`src/rtl/ethernet_rx.sv`:
```
// Ethernet/IPv4/UDP receive engine. It filters frames against the local addresses, looks up the sender's
// connection and delivers the realigned payload. Optional statistics counters: define ETH_RX_STATS_EN.
module ethernet_rx #(
    parameter int DATA_WIDTH    = 512,
    parameter int CONN_ID_WIDTH = 18,
    parameter int STAT_WIDTH    = 32
) (
    input  logic                      rx_axis_aclk,
    input  logic                      rx_axis_areset,
    input  logic                      rx_engine_enable,
    input  logic [47:0]               my_config_macAddr,
    input  logic [31:0]               my_config_ipAddr,
    input  logic [15:0]               my_config_udpPort,
    input  logic [DATA_WIDTH-1:0]     cmac_rx_axis_tdata,
    input  logic [DATA_WIDTH/8-1:0]   cmac_rx_axis_tkeep,
    input  logic                      cmac_rx_axis_tvalid,
    input  logic                      cmac_rx_axis_tlast,
    output logic                      cmac_rx_axis_tready,
    output logic [DATA_WIDTH-1:0]     udp_rx_axis_tdata,
    output logic [DATA_WIDTH/8-1:0]   udp_rx_axis_tkeep,
    output logic                      udp_rx_axis_tvalid,
    output logic                      udp_rx_axis_tlast,
    output logic [CONN_ID_WIDTH-1:0]  udp_rx_axis_tuser,
    input  logic                      udp_rx_axis_tready,
    output logic                      m01_axis_fw_lookup_valid,
    output logic [47:0]               m01_axis_fw_lookup_macAddr,
    output logic [31:0]               m01_axis_fw_lookup_ipAddr,
    output logic [15:0]               m01_axis_fw_lookup_udpPort,
    input  logic                      m01_axis_fw_lookup_ready,
    input  logic                      s01_axis_fw_lookup_valid,
    input  logic                      s01_axis_fw_lookup_hit,
    input  logic [CONN_ID_WIDTH-1:0]  s01_axis_fw_lookup_connectionId,
    output logic                      s01_axis_fw_lookup_ready
`ifdef ETH_RX_STATS_EN
    ,
    output logic [STAT_WIDTH-1:0]     stat_rx_ok,
    output logic [STAT_WIDTH-1:0]     stat_rx_filtered,
    output logic [STAT_WIDTH-1:0]     stat_rx_miss
`endif
);

    typedef enum logic [2:0] {IDLE, LOOKUP, STREAM, FLUSH, DRAIN, DROP} state_t;

    state_t state_reg, state_next;

    logic [175:0]             resid_reg;
    logic [15:0]              rem_reg;
    logic [4:0]               held_reg;
    logic                     last_seen_reg;
    logic                     drop_miss_reg;
    logic [CONN_ID_WIDTH-1:0] conn_id_reg;

    logic                     lookup_valid_reg;
    logic [47:0]              lookup_mac_reg;
    logic [31:0]              lookup_ip_reg;
    logic [15:0]              lookup_port_reg;

    logic [511:0]             out_data_reg;
    logic [63:0]              out_keep_reg;
    logic                     out_valid_reg;
    logic                     out_last_reg;
    logic [CONN_ID_WIDTH-1:0] out_user_reg;

    logic [47:0] dst_mac, src_mac;
    logic [31:0] src_ip, dst_ip;
    logic [15:0] etype, src_port, dst_port, udp_len;
    logic [7:0]  ver_ihl, proto;
    logic [13:0] mf_frag;
    logic [6:0]  in_cnt, flush_cnt;
    logic        accept, out_free, in_hs;

    logic         in_ready, emit, ev_ok, ev_filt, ev_miss;
    logic [511:0] beat_data;
    logic [63:0]  beat_keep;
    logic         beat_last;

    function automatic logic [6:0] keep_count(input logic [63:0] k);
        logic [6:0] c;
        c = '0;
        for (int i = 0; i < 64; i++) c = c + {6'd0, k[i]};
        return c;
    endfunction

    function automatic logic [63:0] keep_mask(input logic [6:0] n);
        return (n >= 7'd64) ? '1 : ((64'd1 << n) - 64'd1);
    endfunction

    // Header fields are big-endian on the wire, byte 0 in the low byte lane.
    generate
        for (genvar gi = 0; gi < 6; gi++) begin : g_mac
            assign dst_mac[47-8*gi -: 8] = cmac_rx_axis_tdata[8*gi +: 8];
            assign src_mac[47-8*gi -: 8] = cmac_rx_axis_tdata[8*(6+gi) +: 8];
        end
        for (genvar gi = 0; gi < 4; gi++) begin : g_ip
            assign src_ip[31-8*gi -: 8] = cmac_rx_axis_tdata[8*(26+gi) +: 8];
            assign dst_ip[31-8*gi -: 8] = cmac_rx_axis_tdata[8*(30+gi) +: 8];
        end
        for (genvar gi = 0; gi < 2; gi++) begin : g_16
            assign etype[15-8*gi -: 8]    = cmac_rx_axis_tdata[8*(12+gi) +: 8];
            assign src_port[15-8*gi -: 8] = cmac_rx_axis_tdata[8*(34+gi) +: 8];
            assign dst_port[15-8*gi -: 8] = cmac_rx_axis_tdata[8*(36+gi) +: 8];
            assign udp_len[15-8*gi -: 8]  = cmac_rx_axis_tdata[8*(38+gi) +: 8];
        end
    endgenerate

    assign ver_ihl   = cmac_rx_axis_tdata[8*14 +: 8];
    assign proto     = cmac_rx_axis_tdata[8*23 +: 8];
    assign mf_frag   = {cmac_rx_axis_tdata[8*20 +: 6], cmac_rx_axis_tdata[8*21 +: 8]};
    assign in_cnt    = keep_count(cmac_rx_axis_tkeep);
    assign flush_cnt = (rem_reg < {11'd0, held_reg}) ? rem_reg[6:0] : {2'b00, held_reg};
    assign out_free  = !out_valid_reg || udp_rx_axis_tready;
    assign in_hs     = cmac_rx_axis_tvalid && in_ready;

    assign accept = rx_engine_enable && (in_cnt >= 7'd42) &&
                    ((dst_mac == my_config_macAddr) || (dst_mac == 48'hFFFF_FFFF_FFFF)) &&
                    (etype == 16'h0800) && (ver_ihl == 8'h45) && (mf_frag == 14'd0) &&
                    (proto == 8'd17) && (dst_ip == my_config_ipAddr) &&
                    (dst_port == my_config_udpPort) && (udp_len > 16'd8);

    always_comb begin
        state_next = state_reg;
        in_ready   = 1'b0;
        emit       = 1'b0;
        beat_data  = {cmac_rx_axis_tdata[335:0], resid_reg};
        beat_keep  = '1;
        beat_last  = 1'b0;
        ev_ok      = 1'b0;
        ev_filt    = 1'b0;
        ev_miss    = 1'b0;
        case (state_reg)
            IDLE: begin
                in_ready = 1'b1;
                if (cmac_rx_axis_tvalid) begin
                    if (accept) begin
                        state_next = LOOKUP;
                    end else if (cmac_rx_axis_tlast) begin
                        ev_filt = 1'b1;
                    end else begin
                        state_next = DROP;
                    end
                end
            end
            LOOKUP: begin
                if (s01_axis_fw_lookup_valid) begin
                    if (!s01_axis_fw_lookup_hit) begin
                        state_next = last_seen_reg ? IDLE : DROP;
                        ev_miss    = last_seen_reg;
                    end else if (rem_reg <= 16'd22 || last_seen_reg) begin
                        state_next = FLUSH;
                    end else begin
                        state_next = STREAM;
                    end
                end
            end
            STREAM: begin
                in_ready = out_free;
                if (cmac_rx_axis_tvalid && out_free) begin
                    emit = 1'b1;
                    if (rem_reg <= 16'd64) begin
                        beat_keep  = keep_mask(rem_reg[6:0]);
                        beat_last  = 1'b1;
                        state_next = cmac_rx_axis_tlast ? IDLE : DRAIN;
                        ev_ok      = cmac_rx_axis_tlast;
                    end else if (cmac_rx_axis_tlast) begin
                        // 22 held + in_cnt new bytes overflow one beat exactly when in_cnt > 42.
                        if (in_cnt > 7'd42) begin
                            state_next = FLUSH;
                        end else begin
                            beat_keep  = keep_mask(7'd22 + in_cnt);
                            beat_last  = 1'b1;
                            state_next = IDLE;
                            ev_ok      = 1'b1;
                        end
                    end
                end
            end
            FLUSH: begin
                beat_data = {336'd0, resid_reg};
                beat_keep = keep_mask(flush_cnt);
                beat_last = 1'b1;
                if (out_free) begin
                    emit       = (flush_cnt != 7'd0);
                    state_next = last_seen_reg ? IDLE : DRAIN;
                    ev_ok      = last_seen_reg;
                end
            end
            DRAIN: begin
                in_ready = 1'b1;
                if (cmac_rx_axis_tvalid && cmac_rx_axis_tlast) begin
                    state_next = IDLE;
                    ev_ok      = 1'b1;
                end
            end
            DROP: begin
                in_ready = 1'b1;
                if (cmac_rx_axis_tvalid && cmac_rx_axis_tlast) begin
                    state_next = IDLE;
                    ev_miss    = drop_miss_reg;
                    ev_filt    = !drop_miss_reg;
                end
            end
            default: state_next = IDLE;
        endcase
    end

    always_ff @(posedge rx_axis_aclk) begin
        if (rx_axis_areset) begin
            state_reg        <= IDLE;
            resid_reg        <= '0;
            rem_reg          <= '0;
            held_reg         <= '0;
            last_seen_reg    <= 1'b0;
            drop_miss_reg    <= 1'b0;
            conn_id_reg      <= '0;
            lookup_valid_reg <= 1'b0;
            lookup_mac_reg   <= '0;
            lookup_ip_reg    <= '0;
            lookup_port_reg  <= '0;
            out_data_reg     <= '0;
            out_keep_reg     <= '0;
            out_valid_reg    <= 1'b0;
            out_last_reg     <= 1'b0;
            out_user_reg     <= '0;
        end else begin
            state_reg        <= state_next;
            lookup_valid_reg <= 1'b0;
            if (state_reg == IDLE && in_hs) begin
                drop_miss_reg <= 1'b0;
                if (accept) begin
                    resid_reg        <= cmac_rx_axis_tdata[511:336];
                    rem_reg          <= udp_len - 16'd8;
                    held_reg         <= 5'(in_cnt - 7'd42);
                    last_seen_reg    <= cmac_rx_axis_tlast;
                    lookup_valid_reg <= 1'b1;
                    lookup_mac_reg   <= src_mac;
                    lookup_ip_reg    <= src_ip;
                    lookup_port_reg  <= src_port;
                end
            end
            if (state_reg == LOOKUP && s01_axis_fw_lookup_valid) begin
                drop_miss_reg <= 1'b1;
                conn_id_reg   <= s01_axis_fw_lookup_connectionId;
            end
            if (state_reg == STREAM && in_hs) begin
                resid_reg     <= cmac_rx_axis_tdata[511:336];
                rem_reg       <= rem_reg - 16'd64;
                held_reg      <= (in_cnt > 7'd42) ? 5'(in_cnt - 7'd42) : 5'd0;
                last_seen_reg <= cmac_rx_axis_tlast;
            end
            if (emit) begin
                out_valid_reg <= 1'b1;
                out_data_reg  <= beat_data;
                out_keep_reg  <= beat_keep;
                out_last_reg  <= beat_last;
                out_user_reg  <= conn_id_reg;
            end else if (udp_rx_axis_tready) begin
                out_valid_reg <= 1'b0;
            end
        end
    end

    assign cmac_rx_axis_tready        = in_ready;
    assign udp_rx_axis_tdata          = out_data_reg;
    assign udp_rx_axis_tkeep          = out_keep_reg;
    assign udp_rx_axis_tvalid         = out_valid_reg;
    assign udp_rx_axis_tlast          = out_last_reg;
    assign udp_rx_axis_tuser          = out_user_reg;
    assign m01_axis_fw_lookup_valid   = lookup_valid_reg;
    assign m01_axis_fw_lookup_macAddr = lookup_mac_reg;
    assign m01_axis_fw_lookup_ipAddr  = lookup_ip_reg;
    assign m01_axis_fw_lookup_udpPort = lookup_port_reg;
    assign s01_axis_fw_lookup_ready   = 1'b1;

    logic unused_ok;
    assign unused_ok = m01_axis_fw_lookup_ready;

`ifdef ETH_RX_STATS_EN
    localparam logic [STAT_WIDTH-1:0] STAT_ONE = 1;
    logic [STAT_WIDTH-1:0] ok_cnt_reg, filt_cnt_reg, miss_cnt_reg;

    always_ff @(posedge rx_axis_aclk) begin
        if (rx_axis_areset) begin
            ok_cnt_reg   <= '0;
            filt_cnt_reg <= '0;
            miss_cnt_reg <= '0;
        end else begin
            if (ev_ok && !(&ok_cnt_reg))     ok_cnt_reg   <= ok_cnt_reg + STAT_ONE;
            if (ev_filt && !(&filt_cnt_reg)) filt_cnt_reg <= filt_cnt_reg + STAT_ONE;
            if (ev_miss && !(&miss_cnt_reg)) miss_cnt_reg <= miss_cnt_reg + STAT_ONE;
        end
    end

    assign stat_rx_ok       = ok_cnt_reg;
    assign stat_rx_filtered = filt_cnt_reg;
    assign stat_rx_miss     = miss_cnt_reg;
`else
    localparam int unused_stat_width = STAT_WIDTH;
    logic unused_events;
    assign unused_events = &{1'b0, ev_ok, ev_filt, ev_miss};
`endif

endmodule

```
`config.mk`:
```
export PLATFORM = sky130hd
export DESIGN_NAME = ethernet_rx
export DESIGN_NICKNAME = d
export VERILOG_FILES = /design/src/rtl/ethernet_rx.sv
export SDC_FILE = /design/constraint.sdc
export NUM_CORES = 2
export LEC_CHECK = 0
export BUFFER_PORTS_ARGS = -buffer_cell sky130_fd_sc_hd__buf_2
export CAP_MARGIN = 20
export CORE_AREA = 3 3 537 539
export CTS_CLUSTER_SIZE = 30
export DETAILED_ROUTE_END_ITERATION = 6
export DIE_AREA = 0 0 540 542
export GPL_ROUTABILITY_DRIVEN = 0
export PLACE_DENSITY = 0.37
export SLEW_MARGIN = 10
export SYNTH_ARGS = -nofsm -noshare
export SYNTH_HDL_FRONTEND = slang
export SYNTH_SLANG_ARGS = --single-unit
```
`constraint.sdc`:
```
create_clock -name rx_axis_aclk -period 13.2 [get_ports rx_axis_aclk]
set_clock_uncertainty 0.15 [all_clocks]
set_input_delay 3.3 -clock rx_axis_aclk [delete_from_list [all_inputs] [get_ports rx_axis_aclk]]
set_output_delay 3.3 -clock rx_axis_aclk [all_outputs]
set_load 0.1 [all_outputs]
```
==> results.ini <==
[routing]
ant_nets = 0
drtIter0Drc = 3831
routed_via_density = 4.33
dr.pass1.iters = 7
routedWlPerCell_um = 25.7
drt_wl_total_mm = 268
drc = 0
vias = 45300

[grt]
overflow = 0
grt_max_degree = 157
track_usage_pct = 17.4
grt_pass1_wl_mm = 364
grt_pass1_vias = 43700
grt_antenna_before_repair = 98

[critical_path]
slowest_stage = a2111oi_0
required_ns = 13.68
cp_data_arrival_time_ns = 12.60
worstSetupStartpoint = cmac_rx_axis_tkeep[59]
r2r_start = held_reg[1]
end_kind = flip-flop
cp-start-kind = primary input
slowest_delay_ns = 0.82
cp_common_cell = fa_1
crit_fanout = 14
critPathKind = in2reg

[logic_synthesis]
synthTopCellsByArea = dfxtp_1 44%, nand2_1 12%, a21oi_1 11%, nand3_1 4.8%, clkbuf_1 3.0%
synth-main-ff-cell = dfxtp_1
synth.top_cell.area_share_pct = 44.0
syn_area_per_cell_um2 = 7.74
ys_ff_latch = 912
syn-num-nets = 6141
synth_cell_types = 97
yosys_warnings = 0
synthCells = 5361
async_reset_ff_share_pct = 0
synth_area_leader_cell = dfxtp_1
synthesis.area_um2 = 41500
synth-seq-area-share_pct = 44.0
synth-edff-count = 0

[job]
maxCapViolCount = 0

[layout]
syn_to_final_growth_pct = 37.0
nets = 7350
drive_above_1_share_pct = 26.6
fill_cells = 32500
largest_reg_flops = 512

[floorplan]
start_util_pct = 14.6
rows = 196
core_um2 = 284000
die_h_um = 542
die_w_um = 540
ios = 1394
die-area_um2 = 293000

[clocking]
cts.htree.levels = 3
clkSlewWorstSetupHoldPaths_ns = 0.06
clkSinkCount = 912
cts_setup_buffers = 0
hold_buffers = 0
clockBufferDepth = 4
cts-resized-gates = 0
clock-root-buffer = clkbuf_16
insertion_delay_ns = 0.88
cts_tree = yes
numCtsBuffers = 121

[timing]
maxSlewViolCount = 0
worstMarginPinSlew_ns = 1.27
relSlewSlack_pct = 15.3
fmax_mhz = 82.5
fin_crit_ns = 12.12
setup_tns_ns = 0
hold_viol_final = 0
period_share_pct = 91.8
setup_viol = 0
rsz0062_at_grt = false

[placed_design]
io_buffers = 1391
dp_hpwl_mm = 213

[hold_path]
worstHoldStart = resid_reg[10]
hp-class = reg2reg

[run_status]
run_status = completed

==> critical path, delay by kind of cell <==
family | cells | cell delay, ns
AOI/OAI and AO/OA | 3 | 1.22
buffers and inverters | 8 | 0.64
xor gates and xnor gates | 1 | 0.45
adders and majority gates | 11 | 5.17
and+or+nand+nor | 7 | 1.79
==> kinds of logic (layout without fill, tap and decap cells) <==
kind of cell               count (synthesis)  count (layout)  share of synthesized area, %
xor gates and xnor gates                 136             136                          2.97
other                                      1              33                       0.00904
DFF                                      912             912                          44.0
adders and majority gates                 81              81                          3.42
and+or+nand+nor                         2254            2254                          23.4
AOI/OAI and AO/OA                       1319            1319                          18.1
muxes                                    123             123                          2.99
buffers and inverters                    535            1839                          5.15
==> layout make-up <==
class | count | area (µm²) | share of cell area (%)
multi-input combinational | 3914 | 21200 | 37.3
clock buffer | 164 | 3390 | 5.96
antenna | 32 | 80.1 | 0.141
clock inverter | 54 | 806 | 1.42
tap | 3762 | 4710 | 8.28
inverter | 113 | 424 | 0.746
timing repair buffer | 1508 | 8000 | 14.1
sequential | 912 | 18300 | 32.1
==> worst paths after layout <==
path / endpoint / slack, ns / cells after the start
setup / recovery: udp_rx_axis_tkeep[23] / 1.08 / 30
hold / removal: udp_rx_axis_tdata[10] / 0.23 / 2
hold reg to reg: udp_rx_axis_tdata[10] / 0.23 / 2
setup reg to reg: udp_rx_axis_tdata[320] / 6.81 / 13
==> layer usage <==
| metal | vias to the layer above | wire [µm] | GRT usage, % |
|---|---|---|---|
| li1 | 20800 | - | - |
| met2 | 1943 | 128000 | 29.5 |
| met1 | 22000 | 108000 | 20.8 |
| met4 | 78 | 8360 | 4.96 |
| met3 | 424 | 23600 | 5.66 |
| met5 | - | 501 | 0 |
==> synth_stat cells (54+ instances only) <==
master / n
nand3_1: 397
o21ai_0: 150
nand4_1: 54
mux2i_1: 117
nor3_1: 63
buf_2: 81
clkbuf_1: 329
nor2_1: 294
dfxtp_1: 912
nand2_1: 1284
fa_1: 54
xnor2_1: 100
inv_1: 111
a21oi_1: 886
==> layout by cell type (no fill, tap or decap), types with 104 or more instances in the layout <==
master	count
a21oi_1	886
buf_2	1390
buf_4	104
clkbuf_16	121
dfxtp_1	912
inv_1	110
mux2i_1	117
nand2_1	1282
nand3_1	396
nor2_1	293
o21ai_0	150
==> through the flow <==
stage | utilization [%] | hold slack (ns) | area (µm²) | setup WS (ns) | std cells
final | 20.0 | 0.230 | 56900 | 1.08 | 10500
after detailed placement | 18.5 | 0.291 | 52600 | 0.270 | 10200
after global routing | 20.0 | 0.239 | 56800 | 0.476 | 10400
after floorplan | - | 0.282 | 41500 | 1.29 | 5361
after CTS | 20.0 | 0.233 | 56800 | 1.16 | 10400
after global placement | 18.5 | 0.286 | 52600 | 0.259 | 10200
Power is left out: the tool's default activity adds up to more than one toggle a clock period on the data nets, which glitch-free logic cannot reach.
